`src/rtl/mem_arbiter_pkg.sv`:
```
// Shared types for the memory-port arbiter: controller op codes, arbiter states
// and a small request-decode helper.
package mem_arbiter_pkg;

    typedef enum logic [1:0] {
        MEM_CTRL_NOP   = 2'd0,
        MEM_CTRL_READ  = 2'd1,
        MEM_CTRL_WRITE = 2'd2
    } mem_ctrl_op_e;

    typedef enum logic [1:0] {
        ARB_IDLE      = 2'd0,
        ARB_BUSY_CORE = 2'd1,
        ARB_BUSY_DBG  = 2'd2,
        ARB_DONE      = 2'd3
    } arb_state_e;

    function automatic logic is_pending(mem_ctrl_op_e op);
        return op != MEM_CTRL_NOP;
    endfunction

endpackage

```
`src/rtl/mem_arbiter_watchdog.sv`:
```
// Per-transaction watchdog: reloads on clear, counts down while enabled and
// flags expiry on the last allowed busy cycle. A limit of 0 disables it.
module arb_watchdog #(
    parameter int TIMEOUT_CYCLES = 255
) (
    input  logic clock,
    input  logic reset,
    input  logic clear,
    input  logic enable,
    output logic expired
);

    localparam int CW = (TIMEOUT_CYCLES > 1) ? $clog2(TIMEOUT_CYCLES + 1) : 1;
    localparam logic [CW-1:0] LOAD_VALUE = CW'(TIMEOUT_CYCLES);

    logic [CW-1:0] count;

    always_ff @(posedge clock) begin
        if (reset) begin
            count <= '0;
        end else if (clear) begin
            count <= LOAD_VALUE;
        end else if (enable && count != '0) begin
            count <= count - 1'b1;
        end
    end

    // count == 1 means this busy cycle is the last one allowed
    assign expired = (TIMEOUT_CYCLES != 0) && enable && (count == CW'(1));

endmodule

```
`src/rtl/mem_arbiter.sv`:
```
// Two-requester arbiter (core, dbg) in front of a single memory controller port,
// with round-robin or debug-priority selection and a transaction watchdog.
module mem_arbiter
    import mem_arbiter_pkg::*;
#(
    parameter int DATA_BUS_WIDTH = 8,
    parameter int ADDR_WIDTH     = 16,
    parameter int DBG_PRIORITY   = 0,
    parameter int TIMEOUT_CYCLES = 255
) (
    input  logic                      clock,
    input  logic                      reset,
    input  mem_ctrl_op_e              core_op,
    input  logic [ADDR_WIDTH-1:0]     core_addr,
    input  logic [DATA_BUS_WIDTH-1:0] core_wdata,
    output logic [DATA_BUS_WIDTH-1:0] core_rdata,
    output logic                      core_done,
    input  mem_ctrl_op_e              dbg_op,
    input  logic [ADDR_WIDTH-1:0]     dbg_addr,
    input  logic [DATA_BUS_WIDTH-1:0] dbg_wdata,
    output logic [DATA_BUS_WIDTH-1:0] dbg_rdata,
    output logic                      dbg_done,
    output mem_ctrl_op_e              mem_op,
    output logic [ADDR_WIDTH-1:0]     mem_addr,
    output logic [DATA_BUS_WIDTH-1:0] mem_wdata,
    input  logic [DATA_BUS_WIDTH-1:0] mem_rdata,
    input  logic                      mem_op_done,
    output logic                      grant_dbg,
    output logic                      timeout_err
);

    arb_state_e state;
    logic       last_grant_dbg;
    logic       core_pend;
    logic       dbg_pend;
    logic       pick_dbg;
    logic       busy;
    logic       wd_expired;
    logic       finish;

    assign core_pend = is_pending(core_op);
    assign dbg_pend  = is_pending(dbg_op);
    assign pick_dbg  = dbg_pend && (!core_pend || DBG_PRIORITY != 0 || !last_grant_dbg);
    assign busy      = (state == ARB_BUSY_CORE) || (state == ARB_BUSY_DBG);
    // A completion arriving on the limit cycle takes precedence over the abort
    assign finish    = mem_op_done || wd_expired;

    arb_watchdog #(
        .TIMEOUT_CYCLES(TIMEOUT_CYCLES)
    ) u_watchdog (
        .clock  (clock),
        .reset  (reset),
        .clear  ((state == ARB_IDLE) && (core_pend || dbg_pend)),
        .enable (busy),
        .expired(wd_expired)
    );

    // NOTE: all state and registered outputs use non-blocking assignments so every
    // branch reads the pre-edge values of state, mem_op and the counters.
    always_ff @(posedge clock) begin
        if (reset) begin
            state          <= ARB_IDLE;
            mem_op         <= MEM_CTRL_NOP;
            mem_addr       <= '0;
            mem_wdata      <= '0;
            core_rdata     <= '0;
            dbg_rdata      <= '0;
            core_done      <= 1'b0;
            dbg_done       <= 1'b0;
            grant_dbg      <= 1'b0;
            timeout_err    <= 1'b0;
            last_grant_dbg <= 1'b1;
        end else begin
            core_done <= 1'b0;
            dbg_done  <= 1'b0;
            case (state)
                ARB_IDLE: begin
                    if (pick_dbg) begin
                        state          <= ARB_BUSY_DBG;
                        mem_op         <= dbg_op;
                        mem_addr       <= dbg_addr;
                        mem_wdata      <= dbg_wdata;
                        last_grant_dbg <= 1'b1;
                        grant_dbg      <= 1'b1;
                    end else if (core_pend) begin
                        state          <= ARB_BUSY_CORE;
                        mem_op         <= core_op;
                        mem_addr       <= core_addr;
                        mem_wdata      <= core_wdata;
                        last_grant_dbg <= 1'b0;
                    end
                end
                ARB_BUSY_CORE, ARB_BUSY_DBG: begin
                    if (finish) begin
                        state     <= ARB_DONE;
                        mem_op    <= MEM_CTRL_NOP;
                        grant_dbg <= 1'b0;
                        if (!mem_op_done) begin
                            timeout_err <= 1'b1;
                        end
                        if (state == ARB_BUSY_DBG) begin
                            dbg_done <= 1'b1;
                            if (!mem_op_done) begin
                                dbg_rdata <= '1;
                            end else if (mem_op == MEM_CTRL_READ) begin
                                dbg_rdata <= mem_rdata;
                            end
                        end else begin
                            core_done <= 1'b1;
                            if (!mem_op_done) begin
                                core_rdata <= '1;
                            end else if (mem_op == MEM_CTRL_READ) begin
                                core_rdata <= mem_rdata;
                            end
                        end
                    end
                end
                default: begin
                    state <= ARB_IDLE;
                end
            endcase
        end
    end

endmodule

```
`config.mk`:
```
export PLATFORM = sky130hd
export DESIGN_NAME = mem_arbiter
export DESIGN_NICKNAME = d
export VERILOG_FILES = /design/src/rtl/mem_arbiter_pkg.sv /design/src/rtl/mem_arbiter_watchdog.sv /design/src/rtl/mem_arbiter.sv
export SDC_FILE = /design/constraint.sdc
export NUM_CORES = 1
export LEC_CHECK = 0
export BUFFER_PORTS_ARGS = -buffer_cell sky130_fd_sc_hd__clkbuf_2
export CAP_MARGIN = 25
export CELL_PAD_IN_SITES_DETAIL_PLACEMENT = 1
export CELL_PAD_IN_SITES_GLOBAL_PLACEMENT = 2
export CORE_MARGIN = 1.5
export CORE_UTILIZATION = 27
export DETAILED_ROUTE_END_ITERATION = 7
export MAX_ROUTING_LAYER = met4
export PLACE_DENSITY = 0.76
export SYNTH_ARGS = -nofsm -noshare
export SYNTH_HDL_FRONTEND = slang
export SYNTH_SLANG_ARGS = --single-unit
export TNS_END_PERCENT = 50
```
`constraint.sdc`:
```
create_clock -name clock -period 2.17 [get_ports clock]
set_input_delay 0 -clock clock [delete_from_list [all_inputs] [get_ports clock]]
set_output_delay 0 -clock clock [all_outputs]
set_load 0.05 [all_outputs]
```
; Word-level counts from Yosys, hierarchy flattened
; Cells that the tools add are included.
; Widths: inputs -> output; s select.
[op_classes]
n_bitwise = 4
n_mux = 23
n_reduce_logical = 26
add_sub_neg = 1
n_eq_ne = 8
[op_table]
columns = op, n
row1 = $mux 8, 6
row2 = $mux 16, 2
row3 = $mux 2, 6
row4 = $reduce_bool 2->1, 5
row5 = $reduce_and 3->1, 3
row6 = $eq 8x1->1 const B, 1
row7 = $pmux 2 s2, 2
row8 = $reduce_and 4->1, 2
row9 = $reduce_bool 8->1, 1
row10 = $sub 8x1->8 const B, 1
row11 = $mux 1, 6
row12 = $eq 2x1->1 const B, 2
row13 = $logic_and 1x1->1, 4
row14 = $logic_or 1x1->1, 4
row15 = $ne 2x2->1 const B, 2
row16 = $not 1->1, 4
row17 = $reduce_and 2->1, 2
row18 = $ne 3x3->1 const B, 1
row19 = $reduce_or 3->1, 1
row20 = $eq 2x2->1 const B, 1
row21 = $logic_not 1->1, 2
row22 = $logic_not 2->1, 1
row23 = $ne 2x1->1 const B, 1
row24 = $pmux 1 s2, 1
row25 = $reduce_or 2->1, 1
[totals]
inputBits = 63
ff_bits = 57
wordCells = 74

; Depth between registers and ports, before layout
; Gate-level depths: netlist of the first run.
[logic_depth]
ltp_word = 6
ltp_mapped = 7
ltp_nobuf = 6

; Cells and area by module
; From an unflattened synthesis of the first run, not the netlist that was laid out.
[unflattened]
hier_cells = 324
area_unflattened_um2 = 2909.0
[modules_own_cells]
columns = mod, n_inst, cells_each, area_each_um2, seq_area_each_um2
row1 = mem_arbiter, 1, 271, 2457.4, 980.9
row2 = arb_watchdog, 1, 53, 451.7, 160.2

; Worst setup path before layout of the first run
; Ideal clock, no wire load.
[synth_path]
kind = reg-to-reg
startpoint = reg state[1]
endpoint = reg u_watchdog.count[7]
t_required_ns = 2.038
setup_time_ns = 0.132
stages_incl_launch_ff = 7
slack_ns = 0.337
arrival_ns = 1.700
path_cell_list = dfxtp_1 inv_1 ha_1 or3b_2 nor3_1 mux2i_1 a21oi_1
[synth_via]
elab_chain_cells = 4
elab_cells_between_ends = 8
[synth_rtl]
columns = element, line
row1 = start: declaration, mem_arbiter.sv:32  ; arb_state_e state;
row2 = start signal: assignment, mem_arbiter.sv:62  ; state <= ARB_IDLE;
row3 = start signal: assignment, mem_arbiter.sv:79  ; state <= ARB_BUSY_DBG;
row4 = start signal: assignment, mem_arbiter.sv:86  ; state <= ARB_BUSY_CORE;
row5 = $eq 2x1->1 / $eq 2x2->1 (equally long branches), mem_arbiter.sv:44  ; assign busy = (state == ARB_BUSY_CORE) || (state == ARB_BUSY_DBG);
row6 = $logic_or 1x1->1, mem_arbiter.sv:44
row7 = $logic_and 1x1->1, mem_arbiter_watchdog.sv:23  ; end else if (enable && count != '0) begin
row8 = $reduce_bool 2->1 (no source line), --
row9 = end signal: assignment, mem_arbiter_watchdog.sv:24  ; count <= count - 1'b1;
row10 = end: declaration, mem_arbiter_watchdog.sv:16  ; logic [CW-1:0] count;
; Parallel ways exist; a longest one is shown, timed or not.
; A chain may end at the register's enable or synchronous reset.

; Worst setup path in the final report of the first run
[layout_path]
startpoint = reg state[0]
endpoint = reg u_watchdog.count[7]
; Same word-level chain as after synthesis.

==> run summary, run 1 <==
Mapped Cells -> 290
largest family of logic cells by synthesized area -> compound AO/OA/AOI/OAI gates
delay-heaviest family, CP -> simple AND/OR/NAND/NOR gates
Peak Freq -> 511 MHz
H-tree levels -> 3
Clock Tree Buf Depth -> 2
Worst path slowest cell -> or3b_2
Slew HR -> 53.2%
RD Place Congestion -> 0.721
final setup fails -> 0
Clk Tree Root Cell -> clkbuf_8
drt pass-1 iters -> 4
Antenna diodes -> 0
final worst-path cycle share -> 90.1%
Reg power frac -> 29.6%
core area -> 9330 um2
Leak -> 1.75 nW
#FFs+latches synth -> 57
Die X -> 101 um
Yosys top cell area share -> 43.7%
synthesized area -> 2610 um2
Clk pwr share -> 19.4%
commonest non-fill, non-tap cell in the layout -> clkbuf_2
combinational fraction of design power -> 51.0%
vias in the first global route -> 2667
DP Wirelength -> 5420 um
RSZ-0062 raised after global routing -> false
worst vdd ir -> 0.000541 V
Startpoint Class -> flip-flop
mux contribution to synthesized area -> 11.2%
pwr/cell area -> 1380 nW/um2
Yosys warnings -> 0
cell internal pwr -> 2.84 mW
FFs w/ async S/R, synth -> 0%
CTS tree -> done
net count after synthesis -> 358
final hold vios -> 0
global-route wire length before repair -> 12800 um
row cnt -> 35
Worst EP arrival -> 2.15 ns
gr ovfl total -> 0
Die H -> 101 um
Sink Count -> 57
max-cap violations -> 0
Slew Limit Fails -> 0
skew final -> 0.00992 ns
Net Sw Frac -> 46.5%
crit path kind -> reg2reg
Main synth FF type -> dfxtp_1
IO Count -> 109
clock latency on the worst-skew pair -> 0.33 ns
DR iter-0 viols -> 34
post-route ant nets -> 0
largest net degree at the start of global routing -> 50
Initial Utilization -> 28.0%
XOR/XNOR Fraction of Synth Area -> 0.335%
Synth Area in Simple Gates -> 17.7%
post-synthesis compound-gate area fraction -> 19.5%
cells along the critical path -> inv_1 -> ha_1 -> or3b_2 -> nor3_1 -> mux2i_1 -> a21oi_1
TritonCTS Buffers -> 9
initial antenna violation count -> 0
Routed WL -> 7570 um
drt drc -> 0
CP peak stage delay -> 0.50 ns
Placed Cells -> 518
status -> complete, no violations
IO Port Bufs -> 108
net switching power -> 2.46 mW
vias per inst -> 4.65
Worst EP required -> 2.37 ns
Final min period -> 1.96 ns
via count -> 2616
syn_area_per_cell -> 9.00 um2
critical path fanouts, max -> 6
Routed WL per cell -> 13.4 um
sequential element share of the synthesized area -> 43.7%
area grow syn2layout -> 47.1%
worst hold path type -> in2reg
final cell count without fillers -> 563
DIE AREA -> 10300 um2
Final #Nets -> 497
Overall Global Routing Usage -> 16.5%
worst path bufs/invs -> 1
CP endpoint kind -> flip-flop
Final TNS setup -> 0 ns
area leader, netlist -> dfxtp_1
post-synthesis adder-cell area fraction -> 2.40%
most frequent cells in the layout -> clkbuf_2, dfxtp_1, nor2_1
layout cells sized above 1 -> 32.7%
Clk pin slew, worst setup/hold paths -> 0.07 ns
worst slew pin tran -> 0.695 ns
Post-synth EDFFs -> 0
main area contributors after synthesis -> dfxtp_1, mux2i_1, a211oi_1
Netlist cell types -> 40
==> power by group through the flow <==
stage | combinational [mW] | sequential, mW | clock [mW]
detailed placement | 2.63 | 1.59 | 0
global placement | 2.59 | 1.57 | 0
global route | 2.96 | 1.61 | 1.13
CTS | 2.71 | 1.57 | 1.07
floorplan | 1.18 | 2.32 | 0
finish | 2.70 | 1.57 | 1.03
==> state kept, by name, indices dropped and copies added (netlist names) <==
signal	count
u_watchdog.count	8
core_rdata	8
dbg_rdata	8
dbg_done	1
grant_dbg	1
mem_op	2
state	2
last_grant_dbg	1
core_done	1
mem_addr	16
timeout_err	1
mem_wdata	8
==> final cells by class <==
cell class                 instances  area (um2)
timing repair buffer             146         923
multi-input combinational        199        1350
clock buffer                      12         155
fill                            1125        5490
sequential                        57        1140
clock inverter                     4        51.3
inverter                          16        60.1
tap                              129         161
==> repair_timing <==
item / in CTS / in global routing
hold buffers: 29 / 0
buffers inserted: 0 / 0
endpoints found under the setup margin: 0 / 5
resized for setup: 0 / 2
endpoints found under the hold margin: 16 / 0
==> stage by stage <==
step	hold slack [ns]	utilization [%]	cell area, um2	setup slack, ns	power [mW]
after floorplan	0.184	-	2610	0.337	3.51
after global placement	0.323	35.8	3340	0.270	4.16
after detailed placement	0.334	35.8	3340	0.221	4.21
after CTS	0.00263	41.1	3830	0.103	5.35
after global routing	0.0109	41.2	3840	0.0713	5.70
final	0.0156	41.2	3840	0.214	5.30
==> kinds of logic after synthesis <==
kind of cell	after synthesis
muxes	29
xor gates and xnor gates	1
buffers and inverters	34
AOI/OAI and AO/OA	74
adders and majority gates	5
DFF	57
and+or+nand+nor	90
==> cells in the mapped netlist (all sizes together), types with 2 or more instances <==
cell type  number
or2             2
nand2           2
o21ai           9
buf             3
a31oi           3
nand3b          3
ha              5
mux2i          28
nor2           41
nor4            4
dfxtp          57
clkbuf         15
nor2b           3
nor3           22
or4             2
a21oi          12
o21a            9
nand2b          4
inv            15
a211oi         34
a21boi          2
==> metal layers <==
metal  GRT usage [%]  routed length [um]
met4            5.77                  90
met5               -                   0
met1            20.2                3540
met3            4.83                 437
met2            25.8                3500
==> worst min-delay path, stage by stage <==
cell and delay (ns):
clkbuf_2 0.08, mux2i_1 0.14, a211oi_1 0.09
==> worst paths after layout <==
check	startpoint	endpoint	slack (ns)	depth (start not counted)
max	state[0]	u_watchdog.count[7]	0.21	6
min	dbg_addr[8]	mem_addr[8]	0.02	3
max reg2reg	state[0]	u_watchdog.count[7]	0.21	6
min reg2reg	timeout_err	timeout_err	0.45	2
Note: power is estimated with default switching activity, not from simulation.
==> run 2: changes to the inputs <==
==> constraint.sdc (replaced) <==
create_clock -name clock -period 2.19 [get_ports clock]
set_input_delay 0 -clock clock [delete_from_list [all_inputs] [get_ports clock]]
set_output_delay 0 -clock clock [all_outputs]
set_load 0.05 [all_outputs]
==> run 2 against run 1 <==
Effect of this change: sequential share of layout area fell by 0.49 points; first-iteration DRC count is 12% higher; cell count up 1.2%; sequential power is essentially flat; register-to-register slack got worse by 0.03 ns; global-route usage down 0.13 points; combinational power about the same; non-clock buffer count grew 7.
==> run summary, run 2 (synthesis gave the netlist of run 1 again) <==
via count -> 2657
Worst EP required -> 2.41 ns
Most flops, register -> mem_addr
skew final -> 0.00945 ns
Final min period -> 2.01 ns
IO Port Bufs -> 108
Clk pwr share -> 19.6%
Final TNS setup -> 0 ns
area grow syn2layout -> 49.6%
hold path startpoint -> core_addr[6]
most frequent cells in the layout -> clkbuf_2, dfxtp_1, nor2_1
Final #Nets -> 504
worst vdd ir -> 0.000495 V
highest routed layer -> met4
final worst-path cycle share -> 91.6%
Hold Crit Endpoint -> mem_addr[6]
global-route wire length before repair -> 12600 um
clock latency on the worst-skew pair -> 0.34 ns
Final Power -> 5.26 mW
vias in the first global route -> 2611
final hold vios -> 0
IO Count -> 109
post-route ant nets -> 0
Clock Tree Buf Depth -> 2
core area -> 9330 um2
Startpoint Class -> flip-flop
net switching power -> 2.44 mW
Slew Limit Fails -> 0
combinational fraction of design power -> 50.9%
Die H -> 101 um
CP endpoint kind -> flip-flop
DIE AREA -> 10300 um2
met2 wire len -> 3580 um
Sink Count -> 57
vias per inst -> 4.66
Leak -> 1.77 nW
RD Place Congestion -> 0.733
Routed WL per cell -> 13.5 um
Worst EP arrival -> 2.23 ns
final setup fails -> 0
Clk pin slew, worst setup/hold paths -> 0.07 ns
TritonCTS Buffers -> 9
crit path kind -> reg2reg
largest net degree at the start of global routing -> 50
drt drc -> 0
max-cap violations -> 0
routed wl met3 -> 384 um
drt pass-1 iters -> 4
H-tree levels -> 3
Net Sw Frac -> 46.5%
DP Wirelength -> 5360 um
max reg flops -> 16
Worst Reg2Reg Path Length in Cells -> 6
row cnt -> 35
postcts setup bufs -> 0
commonest non-fill, non-tap cell in the layout -> clkbuf_2
Overall Global Routing Usage -> 16.3%
Peak Freq -> 499 MHz
layout cells sized above 1 -> 32.0%
gr ovfl total -> 0
launching point of the worst reg2reg path -> last_grant_dbg
worst hold path type -> in2reg
CTS tree -> done
initial antenna violation count -> 0
Clk Tree Root Cell -> clkbuf_8
status -> complete, no violations
Reg power frac -> 29.4%
Routed WL -> 7700 um
critical path fanouts, max -> 11
Antenna diodes -> 0
RSZ-0062 raised after global routing -> false
R2R setup slack -> 0.18 ns
Die X -> 101 um
cell internal pwr -> 2.82 mW
wl on met1 -> 3680 um
DR iter-0 viols -> 38
WHS Path Cells -> 3
Initial Utilization -> 28.0%
pwr/cell area -> 1350 nW/um2
worst slew pin tran -> 0.694 ns
Slew HR -> 53.3%
Reg-to-Reg End -> mem_wdata[7]
## run 2: power by group through the flow
stage / registers (mW) / clock network [mW] / logic (mW)
5_1_grt: 1.59 / 1.12 / 2.92
4_1_cts: 1.55 / 1.07 / 2.69
3_3_place_gp: 1.55 / 0 / 2.56
3_5_place_dp: 1.57 / 0 / 2.59
2_1_floorplan: 2.30 / 0 / 1.17
6_report: 1.55 / 1.03 / 2.68
## run 2: through the flow
step	cell area (um2)	instances	worst slack [ns]	hold WS [ns]	utilization [%]
global placement	3340	518	0.291	0.321	35.8
global route	3910	570	0.00527	0.0138	41.9
CTS	3890	569	0.0388	0.00329	41.7
detailed placement	3340	518	0.225	0.337	35.8
finish	3910	570	0.185	0.0126	41.9
floorplan	2610	290	0.357	0.184	-
## run 2: cell type report
cell class                 count  area [um2]
timing repair buffer         153         993
fill                        1113        5420
clock buffer                  12         155
clock inverter                 4        51.3
tap                          129         161
sequential                    57        1140
inverter                      16        60.1
multi-input combinational    199        1340
## run 2: how the worst max path moves through the flow
stage,from,depth (start not counted),end
6_report,last_grant_dbg,6,mem_wdata[7]
5_1_grt,last_grant_dbg,6,mem_wdata[7]
4_1_cts,last_grant_dbg,6,mem_addr[10]
3_5_place_dp,state[1],6,u_watchdog.count[7]
3_3_place_gp,state[1],6,u_watchdog.count[7]
2_1_floorplan,state[1],6,u_watchdog.count[7]
## run 2: routing by layer
layer | vias up | track usage (%)
li1 | 1335 | -
met3 | 6 | 5.24
met4 | 0 | 5.13
met1 | 1237 | 20.1
met5 | - | -
met2 | 79 | 25.5
## run 2: critical path, cell delays in order (launching register included)
cell           delay [ns]
dfxtp_1              0.36
o21a_1               0.20
or2_4                0.28
buf_4                0.20
mux2i_1              0.21
dlygate4sd3_1        0.58
a211oi_1             0.07
## run 2: repair_timing
action	CTS	global route
hold buffers	35	1
hold endpoints to repair	21	1
endpoints found under the setup margin	0	10
gates resized for setup	0	1
==> run 3: changes to the inputs <==
--- a/config.mk
+++ b/config.mk
@@ -5,6 +5,7 @@
 export SDC_FILE = /design/constraint.sdc
 export NUM_CORES = 1
 export LEC_CHECK = 0
+export ABC_AREA = 1
 export BUFFER_PORTS_ARGS = -buffer_cell sky130_fd_sc_hd__clkbuf_2
 export CAP_MARGIN = 25
 export CELL_PAD_IN_SITES_DETAIL_PLACEMENT = 1
==> run 3 against run 2 <==
Effect of this change: worst hold slack gained 0.0062 ns; global-route usage shrank 1.3 points; largest power group unchanged; power grew 21%; clock skew is 0.0039 ns lower; core utilization shrank 5.7 points; fmax increased by 13%; sequential power up 6%.
==> run summary, run 3 <==
RSZ-0062 raised after global routing -> false
CP endpoint kind -> flip-flop
worst vdd ir -> 0.000440 V
syn_area_per_cell -> 7.85 um2
core area -> 11000 um2
via count -> 2931
commonest non-fill, non-tap cell in the layout -> clkbuf_2
Die H -> 110 um
pwr/cell area -> 1600 nW/um2
final hold vios -> 0
Post-synth EDFFs -> 0
net count after synthesis -> 463
gr ovfl total -> 0
final cell count without fillers -> 645
Final Power -> 6.37 mW
Final TNS setup -> 0 ns
placed cell area -> 3700 um2
top-count cell post-synth -> nand2_1
Overall Global Routing Usage -> 15.0%
Clock Tree Buf Depth -> 2
final worst-path cycle share -> 81.1%
Synth Area in Simple Gates -> 33.2%
Antenna diodes -> 0
global-route wire length before repair -> 13600 um
area grow syn2layout -> 28.7%
IO Port Bufs -> 108
#FFs+latches synth -> 57
Die X -> 110 um
Peak Freq -> 563 MHz
Clk pin slew, worst setup/hold paths -> 0.05 ns
Sink Count -> 57
XOR/XNOR Fraction of Synth Area -> 0.848%
Leak -> 1.99 nW
most frequent cells in the layout -> clkbuf_2, nand2_1, dfxtp_1
# hold bufs at CTS -> 0
drt drc -> 0
PostCTS Resize Cnt -> 0
Slew HR -> 58.2%
Mapped Cells -> 395
sequential element share of the synthesized area -> 36.8%
row cnt -> 38
crit path kind -> reg2reg
FFs w/ async S/R, synth -> 0%
Startpoint Class -> flip-flop
Setup WS post-layout -> 0.414 ns
main area contributors after synthesis -> dfxtp_1, nand2_1, o211ai_2
Placed Cells -> 629
post-synthesis compound-gate area fraction -> 16.3%
Routed WL per cell -> 13.2 um
post-synthesis adder-cell area fraction -> 2.02%
critical path fanouts, max -> 51
Final min period -> 1.78 ns
largest net degree at the start of global routing -> 52
mux contribution to synthesized area -> 0%
status -> complete, no violations
Final #Nets -> 568
TritonCTS Buffers -> 9
Most flops, register -> mem_addr
Slew Limit Fails -> 0
Netlist cell types -> 31
DP Wirelength -> 6580 um
post-route design area -> 3990 um2
max reg flops -> 16
drt pass-1 iters -> 4
Clk Tree Root Cell -> clkbuf_16
CP startpoint -> state[0]
Main synth FF type -> dfxtp_1
Yosys top cell area share -> 36.8%
CTS tree -> done
vias per inst -> 4.54
Post-synth top cells -> nand2_1, dfxtp_1, inv_2, nor2_1
synthesized area -> 3100 um2
max-cap violations -> 0
initial antenna violation count -> 0
Core Util, Final -> 36.2%
DIE AREA -> 12100 um2
Hold Slack -> 0.0188 ns
vias in the first global route -> 2898
postcts setup bufs -> 0
register area -> 1140 um2
Worst EP arrival -> 1.99 ns
hold path startpoint -> core_wdata[5]
pre-CTS setup slack -> 0.391 ns
largest family of logic cells by synthesized area -> simple AND/OR/NAND/NOR gates
Yosys warnings -> 0
Initial Utilization -> 28.1%
IO Count -> 109
area leader, netlist -> dfxtp_1
clock latency on the worst-skew pair -> 0.32 ns
Worst EP required -> 2.41 ns
DR iter-0 viols -> 139
RD Place Congestion -> 0.807
Routed WL -> 8490 um
layout cells sized above 1 -> 44.8%
final setup fails -> 0
H-tree levels -> 3
fillers -> 1387
post-route ant nets -> 0
worst slew pin tran -> 0.625 ns
launching point of the worst reg2reg path -> state[0]
area of the multi-input gates -> 1620 um2
worst hold path type -> in2reg
skew final -> 0.00554 ns
## run 3: changes by cell type in the layout (fill, tap and decap cells not counted), sizes merged, moves of 10 or more
cell,previous run,this run
dlygate4sd3,36,0
o211ai,0,24
nor3,22,2
nor2,41,31
mux2i,28,0
nand2,2,109
inv,15,50
a211oi,34,0
nand3,0,41
a21oi,12,23
## run 3: routing by layer
layer / GRT usage, % / vias up / wire [um]
li1: - / 1496 / -
met5: - / - / 0
met4: 5.31 / 0 / 110
met2: 23.7 / 92 / 3700
met1: 18.3 / 1334 / 3970
met3: 4.23 / 9 / 704
## run 3: worst paths after layout
kind	to	cells past startpoint	slack, ns
hold reg to reg	core_rdata[6]	2	0.47
setup reg to reg	mem_addr[14]	7	0.41
setup / recovery	mem_addr[14]	7	0.41
hold / removal	mem_wdata[5]	5	0.02
## run 3: power by group
group	internal, mW	switching (mW)	total, mW
logic	0.923	2.45	3.38
registers	1.39	0.244	1.64
clock network	0.877	0.480	1.36
## run 3: final cells by class
cell class                      count  share of cell area [%]
Sequential cell                    57                    28.6
Timing Repair Buffer              112                    14.3
Clock buffer                       11                    5.83
Inverter                           50                    4.83
Clock inverter                      5                    1.41
Multi-Input combinational cell    270                    40.6
Tap cell                          140                    4.39
## run 3: kinds of logic after synthesis
group / Yosys count
simple gates: 202
buf+inv: 68
compound gates: 60
flops: 57
fa+ha+maj: 5
xor+xnor: 3
## run 3: critical path, cell delays in order, from the launching register on
cell,delay (ns)
dfxtp_1,0.31
inv_1,0.10
ha_1,0.37
nand2_8,0.12
inv_6,0.40
nand3_1,0.18
o211ai_2,0.09
inv_1,0.05
